`src/rtl/sift_pkg.sv`:
```
// Shared constants and state encoding for the SIFT/DoG front-end sequencing logic.
package sift_pkg;

    localparam int DW     = 8;
    localparam int CNT_DW = 16;
    localparam int R      = 7;

    // A DoG output needs a full (R-1)-pixel neighbourhood margin, so outputs shrink by R-1.
    function automatic int out_dim(input int n);
        return n - (R - 1);
    endfunction

    localparam int WIDE_DEF  = 230;
    localparam int HIGN_DEF  = 235;
    localparam int OUT_W_DEF = WIDE_DEF - (R - 1);
    localparam int OUT_H_DEF = HIGN_DEF - (R - 1);

    typedef enum logic [2:0] {
        ST_IDLE,
        ST_FEED,
        ST_GAP,
        ST_DRAIN,
        ST_DONE
    } scan_st_e;

endpackage

```
`src/rtl/dog_scan_ctrl_raster_cnt.sv`:
```
// Column/row raster counter: column wraps at W-1 and bumps the row; flags the row end and frame end.
module raster_cnt #(
    parameter int W  = 8,
    parameter int H  = 6,
    parameter int CW = 16
) (
    input  logic          clk,
    input  logic          rst,
    input  logic          clr_i,
    input  logic          en_i,
    output logic [CW-1:0] col_o,
    output logic [CW-1:0] row_o,
    output logic          col_last_o,
    output logic          last_o
);

    logic [CW-1:0] col_q, row_q;
    logic          row_last;

    assign col_last_o = (col_q == CW'(W - 1));
    assign row_last   = (row_q == CW'(H - 1));
    assign last_o     = col_last_o && row_last;
    assign col_o      = col_q;
    assign row_o      = row_q;

    always_ff @(posedge clk or negedge rst) begin
        if (!rst) begin
            col_q <= '0;
            row_q <= '0;
        end else if (clr_i) begin
            col_q <= '0;
            row_q <= '0;
        end else if (en_i) begin
            if (col_last_o) begin
                col_q <= '0;
                row_q <= row_last ? '0 : row_q + CW'(1);
            end else begin
                col_q <= col_q + CW'(1);
            end
        end
    end

endmodule

```
`src/rtl/dog_scan_ctrl.sv`:
```
// Frame sequencer: raster-feeds one image from pixel memory into the DoG stage and
// tags, counts and checks the DoG results for that frame.
module dog_scan_ctrl
    import sift_pkg::*;
#(
    parameter int WIDE      = WIDE_DEF,
    parameter int HIGN      = HIGN_DEF,
    parameter int DW        = sift_pkg::DW,
    parameter int AW        = 16,
    parameter int CNT_DW    = sift_pkg::CNT_DW,
    parameter int OUT_W     = out_dim(WIDE),
    parameter int OUT_H     = out_dim(HIGN),
    parameter int ROW_GAP   = 0,
    parameter int DRAIN_MAX = 4096
) (
    input  logic              clk,
    input  logic              rst,
    input  logic              start,
    output logic              busy,
    output logic              done,
    output logic              frame_err,
    output logic              mem_rd_en,
    output logic [AW-1:0]     mem_addr,
    input  logic [DW-1:0]     mem_rd_data,
    output logic              dog_valid_in,
    output logic [DW-1:0]     dog_data_in,
    input  logic              dog_valid,
    output logic              out_valid,
    output logic [CNT_DW-1:0] out_col,
    output logic [CNT_DW-1:0] out_row
);

    localparam int DCW = $clog2(DRAIN_MAX + 1);
    localparam int GCW = (ROW_GAP > 0) ? $clog2(ROW_GAP + 1) : 1;

    scan_st_e          state_q, state_d;
    logic [AW-1:0]     addr_q, addr_d;
    logic [GCW-1:0]    gap_q, gap_d;
    logic [DCW-1:0]    drain_q, drain_d;
    logic              err_q, err_d;
    logic              full_q, vin_q, ov_q;
    logic [CNT_DW-1:0] ocol_q, orow_q;
    logic              clr, accept, spurious;

    logic              in_col_last, in_last, o_last, o_col_last;
    logic [CNT_DW-1:0] in_col, in_row, o_col, o_row;
    logic              unused_flags;

    assign busy      = (state_q == ST_FEED) || (state_q == ST_GAP) || (state_q == ST_DRAIN);
    assign done      = (state_q == ST_DONE);
    assign mem_rd_en = (state_q == ST_FEED);
    assign mem_addr  = addr_q;
    assign frame_err = err_q;

    // Once the expected result count is reached, any further dog_valid is an error, not a result.
    assign accept   = dog_valid && busy && !full_q;
    assign spurious = dog_valid && !accept;

    raster_cnt #(.W(WIDE), .H(HIGN), .CW(CNT_DW)) u_in_cnt (
        .clk(clk), .rst(rst), .clr_i(clr), .en_i(mem_rd_en),
        .col_o(in_col), .row_o(in_row), .col_last_o(in_col_last), .last_o(in_last)
    );

    raster_cnt #(.W(OUT_W), .H(OUT_H), .CW(CNT_DW)) u_out_cnt (
        .clk(clk), .rst(rst), .clr_i(clr), .en_i(accept),
        .col_o(o_col), .row_o(o_row), .col_last_o(o_col_last), .last_o(o_last)
    );

    assign unused_flags = ^{in_col, in_row, o_col_last};

    always_comb begin
        state_d = state_q;
        addr_d  = addr_q;
        gap_d   = gap_q;
        drain_d = drain_q;
        err_d   = err_q;
        clr     = 1'b0;
        case (state_q)
            ST_IDLE: if (start) begin
                state_d = ST_FEED;
                addr_d  = '0;
                err_d   = 1'b0;
                clr     = 1'b1;
            end
            ST_FEED: begin
                addr_d = addr_q + AW'(1);
                if (in_last) begin
                    state_d = ST_DRAIN;
                    drain_d = '0;
                end else if (in_col_last && ROW_GAP > 0) begin
                    state_d = ST_GAP;
                    gap_d   = '0;
                end
            end
            ST_GAP: begin
                if (gap_q == GCW'(ROW_GAP - 1)) state_d = ST_FEED;
                else                            gap_d   = gap_q + GCW'(1);
            end
            ST_DRAIN: begin
                if (full_q) begin
                    state_d = ST_DONE;
                end else if (drain_q == DCW'(DRAIN_MAX - 1)) begin
                    state_d = ST_DONE;
                    err_d   = 1'b1;
                end else begin
                    drain_d = drain_q + DCW'(1);
                end
            end
            ST_DONE: state_d = ST_IDLE;
            default: state_d = ST_IDLE;
        endcase
        if (spurious) err_d = 1'b1;
    end

    always_ff @(posedge clk or negedge rst) begin
        if (!rst) begin
            state_q <= ST_IDLE;
            addr_q  <= '0;
            gap_q   <= '0;
            drain_q <= '0;
            err_q   <= 1'b0;
        end else begin
            state_q <= state_d;
            addr_q  <= addr_d;
            gap_q   <= gap_d;
            drain_q <= drain_d;
            err_q   <= err_d;
        end
    end

    always_ff @(posedge clk or negedge rst) begin
        if (!rst) begin
            full_q <= 1'b0;
            vin_q  <= 1'b0;
            ov_q   <= 1'b0;
            ocol_q <= '0;
            orow_q <= '0;
        end else begin
            vin_q <= mem_rd_en;
            ov_q  <= accept;
            if (clr)                   full_q <= 1'b0;
            else if (accept && o_last) full_q <= 1'b1;
            if (accept) begin
                ocol_q <= o_col;
                orow_q <= o_row;
            end
        end
    end

    // Read data lands one cycle after the strobe, exactly when the delayed valid is high.
    assign dog_valid_in = vin_q;
    assign dog_data_in  = vin_q ? mem_rd_data : '0;
    assign out_valid    = ov_q;
    assign out_col      = ocol_q;
    assign out_row      = orow_q;

endmodule

```
`config.mk`:
```
export PLATFORM = sky130hd
export DESIGN_NAME = dog_scan_ctrl
export DESIGN_NICKNAME = d
export VERILOG_FILES = /design/src/rtl/sift_pkg.sv /design/src/rtl/dog_scan_ctrl_raster_cnt.sv /design/src/rtl/dog_scan_ctrl.sv
export SDC_FILE = /design/constraint.sdc
export NUM_CORES = 1
export LEC_CHECK = 0
export ABC_AREA = 1
export CORE_UTILIZATION = 55
export DETAILED_ROUTE_END_ITERATION = 7
export HOLD_SLACK_MARGIN = 0.1
export PLACE_DENSITY = 0.84
export SYNTH_ARGS = -nofsm -noshare
export SYNTH_HDL_FRONTEND = slang
export SYNTH_SLANG_ARGS = --single-unit
```
`constraint.sdc`:
```
create_clock -name clk -period 1.95 [get_ports clk]
set_clock_uncertainty 0.05 [all_clocks]
set_input_delay 0.39 -clock clk [delete_from_list [all_inputs] [get_ports clk]]
set_output_delay 0.39 -clock clk [all_outputs]
set_load 0.05 [all_outputs]
```
==> impl_metrics.ini <==
[outcome]
status = complete, no violations

[timing]
hold_violations = 0
worst_pin_slew_ns = 0.525
fin_crit_sh_pct = 96.1
rsz0062_at_grt = no
final.min_clock_period_ns = 1.87
finalSetupViolCount = 0
fmax_mhz = 533
setup_slack_ns = 0.0755
drv_slew = 0
tns_ns = 0
max_slew_margin_pct = 65.2

[logic_synthesis]
synth-compound-area-share_pct = 9.28
synth-xor-area-share_pct = 1.28
async_flop_share_pct = 100
synth_top_family_by_area = simple AND/OR/NAND/NOR gates
synth_top_area_share_pct = 44.2
yosysTopAreaCell = dfrtp_1
synth_edf_count = 0
synth_mux_area_share_pct = 0
synth.avg_cell_area_um2 = 7.21
ys_seq_area_share_pct = 44.2
netlist_top_cells_area = dfrtp_1, nand2_1, inv_1
synth_fa_ha_area_share_pct = 1.50
ys_types = 39
synthSimpleGateAreaFrac_pct = 35.2
syn_inst = 1043
synth_ff_type = dfrtp_1
syn_area_mm2 = 0.00752
ys_warn_count = 0
ys_ff_latch = 133
synth_nets = 1064

[clock_tree]
clock_sinks = 133
clkLatencyLatePin_ns = 0.43
cts_made_buffers = 17
cts_tree = built
h-tree-depth = 4
clk_pin_slew_ns = 0.06
cts-root-buf = clkbuf_16
clk_path_buf_depth = 2

[setup_path]
arrival_ns = 1.43
cp-end-kind = output port
reg2reg_slack_ns = 0.16
reg2reg_to = state_q[0]$_DFFE_PN0P_
startpoint_type = register
cp.required_ns = 1.51
rr_worst_depth = 12
timing.rr.start = u_in_cnt.row_o[0]$_DFFE_PN0P_
crit_type = reg -> out
crit_fanout = 8
startpoint = state_q[0]$_DFFE_PN0P_
endpoint = mem_rd_en

[floorplanning]
die_x_um = 119
start_util_pct = 56.6
dieArea_mm2 = 0.0142
pin_count = 74
die_h_um = 119
rows = 42
coreArea_mm2 = 0.0133

[global_route]
grt_use_total_pct = 27.9
grt_pass1_vias = 6851
grt_first_pass_wirelength_mm = 31.8
gr-total-overflow = 0
grt_max_degree = 49
grt_antenna_before_repair = 0

[finish]
design_area_mm2 = 0.00937
syn2layout_area_growth_pct = 24.5
drive_above_1_share_pct = 11.2
num_antenna_cells = 0
fin_util_pct = 70.4
nets = 1163

[min_path]
hold_path_class = in -> async

[power]
p_per_area_mw_per_mm2 = 665
total_power_mw = 6.23
p_leak_nw = 4.59
vdd_ir_drop_max_mv = 0.589

[run]
maxCapViolCount = 0

[detailed_routing]
remaining_drc_errors = 0
first_iter_violations = 768
first_pass_iters = 5
wl_mm = 18.5
via_per_inst = 5.52
wl_per_cell_um = 13.9
ant_nets = 0
vias = 7346

[place]
routabilityCongestion = 0.921
postPlaceCellArea_mm2 = 0.00873
dp_slack_ns = -0.0394
portBuffers = 73
dp_hpwl_mm = 13.1
per-layer routing:
layer,global-route usage [%],up-vias,wire length [um]
met2,46.7,220,9120
met5,0,-,0
met3,5.22,33,866
met4,10.5,0,384
met1,35.9,3479,8160
li1,-,3614,-
cells by family after synthesis:
group / Yosys count
DFF: 133
xor gates and xnor gates: 11
buffers and inverters: 158
and+or+nand+nor: 603
AOI/OAI and AO/OA: 129
adders and majority gates: 9
Yosys cell counts, drive strengths merged (2+ instances only):
cell	number
o22ai	9
nand2	311
inv	126
nand4	59
o21ai	91
ha	9
o21bai	3
nand3b	4
a21oi	19
nor3	34
or2	6
nand3	80
a31oi	3
dfrtp	133
a32o	2
buf	22
clkbuf	9
xor2	11
nor2	106
stage by stage:
step / hold slack (ns) / instances
floorplan: 0.0444 / 1043
global placement: 0.308 / 1297
detailed placement: 0.305 / 1297
CTS: 0.422 / 1331
global route: 0.447 / 1331
finish: 0.417 / 1331
worst max-delay path, stage by stage (launching register included):
cell and delay (ns):
dfrtp_2 0.45, inv_2 0.11, nor2_8 0.05, nand2_8 0.10
clkinvlp_4 0.13, buf_12 0.16
power breakdown:
| group | switching, mW | total, mW | leakage, nW | internal, mW |
|---|---|---|---|---|
| clock network | 1.16 | 3.27 | 0.298 | 2.11 |
| logic | 0.118 | 0.193 | 2.60 | 0.0747 |
| registers | 0.00330 | 2.77 | 1.69 | 2.77 |
registers in the layout, summed over array words and instances (netlist names):
| register | flops |
|---|---|
| out_col | 16 |
| out_valid | 1 |
| drain_q | 13 |
| frame_err | 1 |
| u_in_cnt.col_o | 16 |
| out_row | 16 |
| u_out_cnt.row_o | 16 |
| mem_addr | 16 |
| u_in_cnt.row_o | 16 |
| u_out_cnt.col_o | 16 |
| gap_q | 1 |
| state_q | 3 |
| dog_valid_in | 1 |
| full_q | 1 |
placed cells by master, fill, tap and decap left out, drive strengths merged:
| master | instances |
|---|---|
| o31ai | 1 |
| a22oi | 1 |
| o22ai | 9 |
| dlygate4sd2 | 33 |
| dfrtp | 133 |
| buf | 67 |
| nand3 | 80 |
| a31oi | 3 |
| nor3b | 1 |
| dlygate4sd3 | 1 |
| clkbuf | 24 |
| or2 | 6 |
| nor4 | 1 |
| bufinv | 3 |
| a32o | 2 |
| inv | 125 |
| nand2 | 311 |
| ha | 9 |
| clkinvlp | 1 |
| a21oi | 19 |
| clkinv | 6 |
| and3 | 1 |
| nand4 | 59 |
| nor3 | 34 |
| xor2 | 11 |
| nand3b | 4 |
| nor2 | 106 |
| clkdlybuf4s50 | 10 |
| o21bai | 3 |
| o21ai | 91 |
how the worst min path moves through the flow:
stage,endpoint,slack (ns),cells after the start
CTS,out_row[5]$_DFFE_PN0P_,0.42,2
detailed placement,out_row[5]$_DFFE_PN0P_,0.30,1
global placement,out_row[5]$_DFFE_PN0P_,0.31,1
finish,out_row[5]$_DFFE_PN0P_,0.42,2
global route,gap_q$_DFFE_PN0P_,0.45,2
floorplan,dog_valid_in$_DFF_PN0_,0.04,0
cell type report:
| type | instances | area, um^2 |
|---|---|---|
| repair buffers | 111 | 1110 |
| multi-input cells | 752 | 3620 |
| well taps | 176 | 220 |
| inverters | 127 | 480 |
| clock inverters | 8 | 123 |
| clock buffers | 24 | 482 |
| fillers | 1035 | 3930 |
| flip-flops and latches | 133 | 3330 |
what timing repair did:
item	in CTS	in global routing
setup buffers	1	0
resized for setup	37	12
hold buffers	1	0
setup endpoints to repair	35	29
endpoints found under the hold margin	43	0
pin swaps	0	0
Note: power is estimated with default switching activity, not from simulation.
